===== src/rtl/activity_led_bank.sv =====
// activity_led_bank: multi-channel activity indicator.
// Each channel synchronises an asynchronous activity input and detects
// toggles on it. The activity is shown on a registered LED output, either
// stretched to a fixed length or as a fixed-cadence blink. A per-channel
// force_on bit overrides the displayed activity.
module activity_led_bank #(
  parameter int    N_CHANNELS   = 4,
  parameter int    WIDTH        = 256,
  parameter logic  ACTIVE_LEVEL = 1'b0,
  parameter int    SYNC_STAGES  = 2,
  parameter string MODE         = "STRETCH"
) (
  input  logic                  clk,
  input  logic                  rst_n,
  input  logic [N_CHANNELS-1:0] i,
  input  logic [N_CHANNELS-1:0] force_on,
  output logic [N_CHANNELS-1:0] o
);

  // Phase counter width; a one-cycle phase still needs a one-bit counter.
  localparam int             CW   = (WIDTH > 1) ? $clog2(WIDTH) : 1;
  localparam logic [CW-1:0]  LOAD = CW'(WIDTH - 1);

  // The warm-up counter must be able to hold SYNC_STAGES.
  localparam int             WW        = $clog2(SYNC_STAGES + 2);
  localparam logic [WW-1:0]  WARM_LAST = WW'(SYNC_STAGES);

  // Elaboration-time parameter sanity checks.
  if (N_CHANNELS < 1) begin : g_bad_channels
    $fatal(1, "activity_led_bank: N_CHANNELS must be at least 1");
  end
  if (WIDTH < 1) begin : g_bad_width
    $fatal(1, "activity_led_bank: WIDTH must be at least 1");
  end
  if (SYNC_STAGES < 2) begin : g_bad_sync
    $fatal(1, "activity_led_bank: SYNC_STAGES must be at least 2");
  end

  logic [N_CHANNELS-1:0][SYNC_STAGES-1:0] sync_q;
  logic [N_CHANNELS-1:0]                  prev_q;
  logic [N_CHANNELS-1:0]                  sync_out;
  logic [N_CHANNELS-1:0]                  evt;
  logic [N_CHANNELS-1:0]                  act_next;
  logic [WW-1:0]                          warm_cnt;
  logic                                   primed;

  // Synchroniser chain plus the previous-value flop used for edge detection.
  always_ff @(posedge clk or negedge rst_n) begin
    if (!rst_n) begin
      sync_q <= '0;
      prev_q <= '0;
    end else begin
      for (int k = 0; k < N_CHANNELS; k++) begin
        sync_q[k] <= {sync_q[k][SYNC_STAGES-2:0], i[k]};
        prev_q[k] <= sync_q[k][SYNC_STAGES-1];
      end
    end
  end

  // Shared warm-up: hold off event detection until the chains have flushed,
  // so a line sitting high through reset is not mistaken for a toggle.
  always_ff @(posedge clk or negedge rst_n) begin
    if (!rst_n) begin
      warm_cnt <= '0;
      primed   <= 1'b0;
    end else if (!primed) begin
      if (warm_cnt == WARM_LAST) begin
        primed <= 1'b1;
      end else begin
        warm_cnt <= warm_cnt + WW'(1);
      end
    end
  end

  // Either edge of the synchronised input is an event once primed.
  always_comb begin
    for (int k = 0; k < N_CHANNELS; k++) begin
      sync_out[k] = sync_q[k][SYNC_STAGES-1];
    end
    evt = {N_CHANNELS{primed}} & (sync_out ^ prev_q);
  end

  if (MODE == "STRETCH") begin : g_stretch

    logic [N_CHANNELS-1:0][CW-1:0] cnt_q;
    logic [N_CHANNELS-1:0][CW-1:0] cnt_d;
    logic [N_CHANNELS-1:0]         act_q;
    logic [N_CHANNELS-1:0]         act_d;

    // Pulse stretch: every event reloads the count, activity ends when the
    // count has run down to zero.
    always_comb begin
      cnt_d = cnt_q;
      act_d = act_q;
      for (int k = 0; k < N_CHANNELS; k++) begin
        if (evt[k]) begin
          cnt_d[k] = LOAD;
          act_d[k] = 1'b1;
        end else if (act_q[k]) begin
          if (cnt_q[k] != '0) begin
            cnt_d[k] = cnt_q[k] - CW'(1);
          end else begin
            act_d[k] = 1'b0;
          end
        end
      end
    end

    // Stretch state registers.
    always_ff @(posedge clk or negedge rst_n) begin
      if (!rst_n) begin
        cnt_q <= '0;
        act_q <= '0;
      end else begin
        cnt_q <= cnt_d;
        act_q <= act_d;
      end
    end

    assign act_next = act_d;

  end else if (MODE == "BLINK") begin : g_blink

    typedef enum logic [1:0] {
      IDLE = 2'd0,
      ON   = 2'd1,
      OFF  = 2'd2
    } state_t;

    state_t                        state_q [N_CHANNELS];
    state_t                        state_d [N_CHANNELS];
    logic [N_CHANNELS-1:0][CW-1:0] cnt_q;
    logic [N_CHANNELS-1:0][CW-1:0] cnt_d;
    logic [N_CHANNELS-1:0]         pend_q;
    logic [N_CHANNELS-1:0]         pend_d;

    // Blink cadence: ON and OFF phases of equal length; activity seen during
    // OFF earns exactly one more ON phase, activity during ON is dropped.
    always_comb begin
      cnt_d  = cnt_q;
      pend_d = pend_q;
      for (int k = 0; k < N_CHANNELS; k++) begin
        state_d[k] = state_q[k];
        case (state_q[k])
          IDLE: begin
            if (evt[k]) begin
              state_d[k] = ON;
              cnt_d[k]   = LOAD;
            end
          end
          ON: begin
            if (cnt_q[k] == '0) begin
              state_d[k] = OFF;
              cnt_d[k]   = LOAD;
            end else begin
              cnt_d[k] = cnt_q[k] - CW'(1);
            end
          end
          OFF: begin
            if (cnt_q[k] == '0) begin
              if (pend_q[k] || evt[k]) begin
                state_d[k] = ON;
                cnt_d[k]   = LOAD;
              end else begin
                state_d[k] = IDLE;
              end
              pend_d[k] = 1'b0;
            end else begin
              cnt_d[k] = cnt_q[k] - CW'(1);
              if (evt[k]) begin
                pend_d[k] = 1'b1;
              end
            end
          end
          default: begin
            state_d[k] = IDLE;
            pend_d[k]  = 1'b0;
          end
        endcase
        act_next[k] = (state_d[k] == ON);
      end
    end

    // Blink state registers.
    always_ff @(posedge clk or negedge rst_n) begin
      if (!rst_n) begin
        for (int k = 0; k < N_CHANNELS; k++) begin
          state_q[k] <= IDLE;
        end
        cnt_q  <= '0;
        pend_q <= '0;
      end else begin
        for (int k = 0; k < N_CHANNELS; k++) begin
          state_q[k] <= state_d[k];
        end
        cnt_q  <= cnt_d;
        pend_q <= pend_d;
      end
    end

  end else begin : g_bad_mode

    $fatal(1, "activity_led_bank: MODE must be \"STRETCH\" or \"BLINK\"");
    assign act_next = '0;

  end

  // Registered LED drive: force_on or the activity being entered this edge.
  always_ff @(posedge clk or negedge rst_n) begin
    if (!rst_n) begin
      o <= {N_CHANNELS{~ACTIVE_LEVEL}};
    end else begin
      for (int k = 0; k < N_CHANNELS; k++) begin
        o[k] <= (force_on[k] | act_next[k]) ? ACTIVE_LEVEL : ~ACTIVE_LEVEL;
      end
    end
  end

endmodule


===== config.mk =====
export PLATFORM = sky130hd
export DESIGN_NAME = activity_led_bank
export DESIGN_NICKNAME = d
export VERILOG_FILES = /design/src/rtl/activity_led_bank.sv
export SDC_FILE = /design/constraint.sdc
export NUM_CORES = 1
export LEC_CHECK = 0
export ABC_AREA = 1
export BUFFER_PORTS_ARGS = -buffer_cell sky130_fd_sc_hd__buf_2
export CAP_MARGIN = 20
export CORE_MARGIN = 10
export CORE_UTILIZATION = 40
export CTS_CLUSTER_SIZE = 30
export DETAILED_ROUTE_END_ITERATION = 7
export PLACE_DENSITY_LB_ADDON = 0.2
export SETUP_SLACK_MARGIN = 0.3
export SKIP_LAST_GASP = 1
export SLEW_MARGIN = 0
export SYNTH_ARGS = -nofsm -noshare
export SYNTH_HDL_FRONTEND = slang
export SYNTH_SLANG_ARGS = --single-unit

===== constraint.sdc =====
create_clock -name clk -period 2.8 [get_ports clk]
set_input_delay 0.56 -clock clk [delete_from_list [all_inputs] [get_ports clk]]
set_output_delay 0.56 -clock clk [all_outputs]
set_load 0.02 [all_outputs]

== Word-level counts from Yosys, hierarchy flattened ==
Index checks and enable logic that the tools add are counted.

* Bits in read-only memories: 0
* Memories kept: 0
* Register bits: 55
* RAM bits: 0
* Input bits: 10
* Word-level logic and storage cells: 74
* Bits in latches: 0
* Output and inout port bits: 4

* Equal/unequal tests: 1
* Order comparisons: 0
* Muxes and demuxes: 30
* Bitwise operators: 8
* Shifts and indexed selects: 0
* Divide/modulo/power cells: 0
* Multiply operators: 0
* Add/subtract/negate cells: 5
* Reductions and logical operators: 17

{| class="wikitable"
|+ Operators by type and width
! kind !! number
|-
| $mux W8 || 12
|-
| $reduce_bool A8 Y1 || 4
|-
| $sub A8 B1 Y8 const B || 4
|-
| $mux W1 || 18
|-
| $reduce_bool A2 Y1 || 8
|-
| $reduce_and A2 Y1 || 5
|-
| $and A4 B4 Y4 || 1
|-
| $or A1 B1 Y1 || 4
|-
| $xor A4 B4 Y4 || 1
|-
| $add A2 B1 Y2 const B || 1
|-
| $eq A2 B2 Y1 const B || 1
|-
| $not A1 Y1 || 2
|}

== Depth between registers and ports, before layout ==
* Depth after elaboration: 6
* Depth in mapped cells: 10

== Least setup slack after synthesis ==
Ideal clock, no wire load.

* Path kind: register to register
* From: register g_stretch.cnt_q[24] (netlist bit)
* To: register g_stretch.cnt_q[28] (netlist bit)
* Period minus slack after synthesis: 1.380 ns
* Library setup time: 0.121 ns
* Stages on the path, launching flop included: 11
* Arrival time: 1.258 ns
* Path slack: 1.420 ns
* Cells stage by stage: dfrtp_1 -> inv_1 -> ha_1 -> inv_1 -> nor2_1 -> nand2_2 -> nand2_4 -> nand2_4 -> buf_6 -> nand2_1 -> o21ai_1

* Cells in the longest elaborated chain, start to end: 4
* Elaborated cells between the ends (all ways): 7
* Those cells by class: add/sub: 1; mux: 3; reduce/logical: 3

{| class="wikitable"
|+ Ends and longest elaborated chain
! element !! line !! source
|-
| start, declared || 85 || <nowiki>logic [N_CHANNELS-1:0][CW-1:0] cnt_q;</nowiki>
|-
| start signal, assigned || 115 || <nowiki>cnt_q <= cnt_d;</nowiki>
|-
| $sub A8 B1 Y8 || 101 || <nowiki>cnt_d[k] = cnt_q[k] - CW'(1);</nowiki>
|-
| $mux W8 || 100 || <nowiki>if (cnt_q[k] != '0) begin</nowiki>
|-
| $mux W8 || 99 || <nowiki>end else if (act_q[k]) begin</nowiki>
|-
| $mux W8 || 96 || <nowiki>if (evt[k]) begin</nowiki>
|}

Parallel ways exist; a longest one is shown, timed or not. The select of a mux whose other input is x is not followed.
A chain may end at the register's enable or synchronous reset.

== Worst setup path in the final report ==
* From: register o[0]
* To: output o[0]

{| class="wikitable"
|+ RTL lines
! element !! line !! source
|-
| start, declared || 17 || <nowiki>output logic [N_CHANNELS-1:0] o</nowiki>
|-
| start signal, assigned || 211 || <nowiki>o <= {N_CHANNELS{~ACTIVE_LEVEL}};</nowiki>
|-
| start signal, assigned by index || 214 || <nowiki>o[k] <= (force_on[k] | act_next[k]) ? ACTIVE_LEVEL : ~ACTIVE_LEVEL;</nowiki>
|}

No word-level cell between the ends.

==> impl_metrics.json <==
{
  "outcome": "complete, no violations",
  "fin_tns_setup_ns": 0,
  "drc_errors": 0,
  "clk_latency_ns": 0.31,
  "combPwrFrac_pct": 7.8,
  "ir_worst_vdd_mv": 0.3131,
  "power.share.sequential_pct": 59.0,
  "p_int_w": 0.001038,
  "slowest_delay_ns": 0.52,
  "clock-sinks": 55,
  "die_area_um2": 11030,
  "grt_pass1_wl_um": 9473,
  "diodes": 0,
  "most-common-layout-cells": "nand2_1 (111), dfrtp_1 (51), nand3_1 (46)",
  "final_cell_area_um2": 3131,
  "hold_viol_final": 0,
  "die_w_um": 105.0,
  "gr-max-usage-layer": "met2",
  "synthesis.nets": 387,
  "synthTopCellsByArea": "dfrtp_1 (44%), nand2_1 (14%), nand3_1 (8.0%)",
  "critPathCapture": "o[0]",
  "wl_per_cell_um": 10.72,
  "cp.depth": 1,
  "vias": 2256,
  "antenna_found_initial": 0,
  "rsz0062_at_grt": "false",
  "setup_viol": 0,
  "grt_overflow": 0,
  "r2r_end": "g_stretch.cnt_q[9]",
  "crit_fanout": 1,
  "required_ns": 2.24,
  "synth_warnings": 0,
  "seq_area_frac_synth_pct": 47.75,
  "r2r_cells": 7,
  "synth_top_family_by_area": "simple AND/OR/NAND/NOR gates",
  "use_met2_pct": 16.81,
  "synth.avg_cell_area_um2": 7.861,
  "r2r_slack_ns": 1.31,
  "core_um2": 6907,
  "placed_area_um2": 3035,
  "cp.arrival_ns": 0.99,
  "track_usage_pct": 9.953,
  "worstMarginPinSlew_ns": 0.6859,
  "synth_cells": 368,
  "start_util_pct": 41.88,
  "gp_congestion": 0.8044,
  "fin_skew_ns": 0.004761,
  "yosysTopAreaCell": "dfrtp_1",
  "reg2reg_from": "g_stretch.cnt_q[8]",
  "port_buffers": 13,
  "routed_wl_um": 5155,
  "path_buf_inv": 1,
  "dp_hpwl_um": 3694,
  "rows": 30,
  "drtIter0Drc": 78,
  "power_switching_w": 0.0003756,
  "synth_xor_area_share_pct": 0.3028,
  "cts_root_buf": "clkbuf_8",
  "synthAdderAreaFrac_pct": 3.893,
  "startpoint": "o[0]",
  "power_frac_clock_pct": 33.2,
  "path_clk_slew_ns": 0.10,
  "timing.slew.headroom_pct": 54.27,
  "cp_top_family": "flip-flops",
  "synth_area_um2": 2893,
  "cp-start-kind": "flip-flop",
  "crit_path_end_kind": "output pin",
  "syn2layout_area_growth_pct": 8.218,
  "crit_type": "flip-flop to output pin",
  "viasPerCell": 4.690,
  "ioPinCount": 14,
  "cts_resized": 0,
  "cts_buffer_depth": 2,
  "die_h_um": 105.0,
  "ys_types": 18,
  "cap_violations": 0,
  "fin_crit_ns": 1.549,
  "use_met3_pct": 2.211,
  "cts_tree": "built",
  "final_common_cell": "nand2_1",
  "grt_max_degree": 56,
  "hp-class": "primary input to flip-flop",
  "synthSimpleGateAreaFrac_pct": 32.79,
  "cp_cell_sequence": "buf_2",
  "cts_inserted_buffers": 5,
  "drive_above_1_share_pct": 16.62,
  "fin_nets": 403,
  "htree_levels": 2,
  "synth_compound_area_share_pct": 7.050,
  "drtPass1Iterations": 4,
  "power_density_nw_per_um2": 451.5,
  "fmax_mhz": 645.5,
  "post_cts_buffers": 0,
  "slowest_stage": "dfstp_2",
  "use_met1_pct": 11.73,
  "synthMuxAreaShare_pct": 0,
  "leakagePower_nw": 1.685,
  "synth_top_area_share_pct": 44.12,
  "synth-seq-cells": 55,
  "p_sw_share_pct": 26.57,
  "detail-route-antenna-nets": 0,
  "first_global_vias": 2155,
  "drv_slew": 0,
  "fin_crit_sh_pct": 55.33,
  "cts_hold_buf": 0
}
## worst min path at each step
stage                     slack, ns  depth (start not counted)         from            endpoint
after detailed placement       0.33                          0    sync_q[0]         sync_out[0]
final                          0.34                          1         i[3]           sync_q[6]
after global placement         0.33                          0    sync_q[0]         sync_out[0]
after CTS                      0.33                          1         i[2]           sync_q[4]
after global routing           0.33                          2  force_on[3]                o[3]
after floorplan                0.26                          0        rst_n  g_stretch.act_q[0]
## cells by family (layout without fill, tap and decap cells)
group	count (synthesis)	after routing
and+or+nand+nor	220	220
xor gates and xnor gates	1	1
adders and majority gates	9	9
AOI/OAI and AO/OA	28	28
DFF	55	55
buffers and inverters	55	72
## per-layer routing
layer | share of wire, % | vias to the layer above
met1 | 48 | 1043
met5 | 0 | -
met4 | 1.7 | 0
met2 | 47 | 19
met3 | 2.8 | 7
li1 | - | 1187
## through the flow
step	power (W)	instances	hold slack [ns]	util, %	worst slack, ns
after floorplan	0.0009203	368	0.2644	-	1.420
after global placement	0.0009592	473	0.3338	43.95	1.324
after detailed placement	0.0009634	473	0.3347	43.95	1.294
after CTS	0.001451	481	0.3259	45.33	1.225
after global routing	0.001499	481	0.3282	45.33	1.079
final	0.001413	481	0.3446	45.33	1.251
## sequential cells by signal, summed over array words and instances, names as in the netlist
| name | cells |
|---|---|
| warm_cnt | 2 |
| sync_q | 4 |
| prev_q | 4 |
| sync_out | 4 |
| primed | 1 |
| g_stretch.act_q | 4 |
| g_stretch.cnt_q | 32 |
| o | 4 |
## Yosys cell counts, drive strengths merged
library cell  instances
nand3                46
o21ai                28
xor2                  1
nand2               121
nor2                 47
ha                    9
inv                  50
buf                   5
dfstp                 4
dfrtp                51
nand4                 6
## power by group through the flow
stage	Sequential, W	Clock, W	Combinational [W]
finish	0.000834	0.000469	0.000110
global route	0.000839	0.000529	0.000131
CTS	0.000835	0.000502	0.000114
detailed placement	0.000850	0	0.000113
global placement	0.000849	0	0.000111
floorplan	0.000846	0	0.0000740
## layout make-up
cell class / count / area, um2
flip-flops and latches: 55 / 1381
well taps: 96 / 120.1
clock buffers: 5 / 68.82
multi-input cells: 258 / 1274
inverters: 50 / 187.7
fillers: 732 / 3776
clock inverters: 3 / 26.28
repair buffers: 14 / 72.57
## worst reg2reg max path: stages (launching register included)
cell,delay (ns)
dfrtp_1,0.41
inv_1,0.12
ha_1,0.16
nand3_1,0.11
o21ai_2,0.18
nand2_2,0.22
nand2_1,0.14
o21ai_2,0.05
Power figures use the tool's default switching activity.
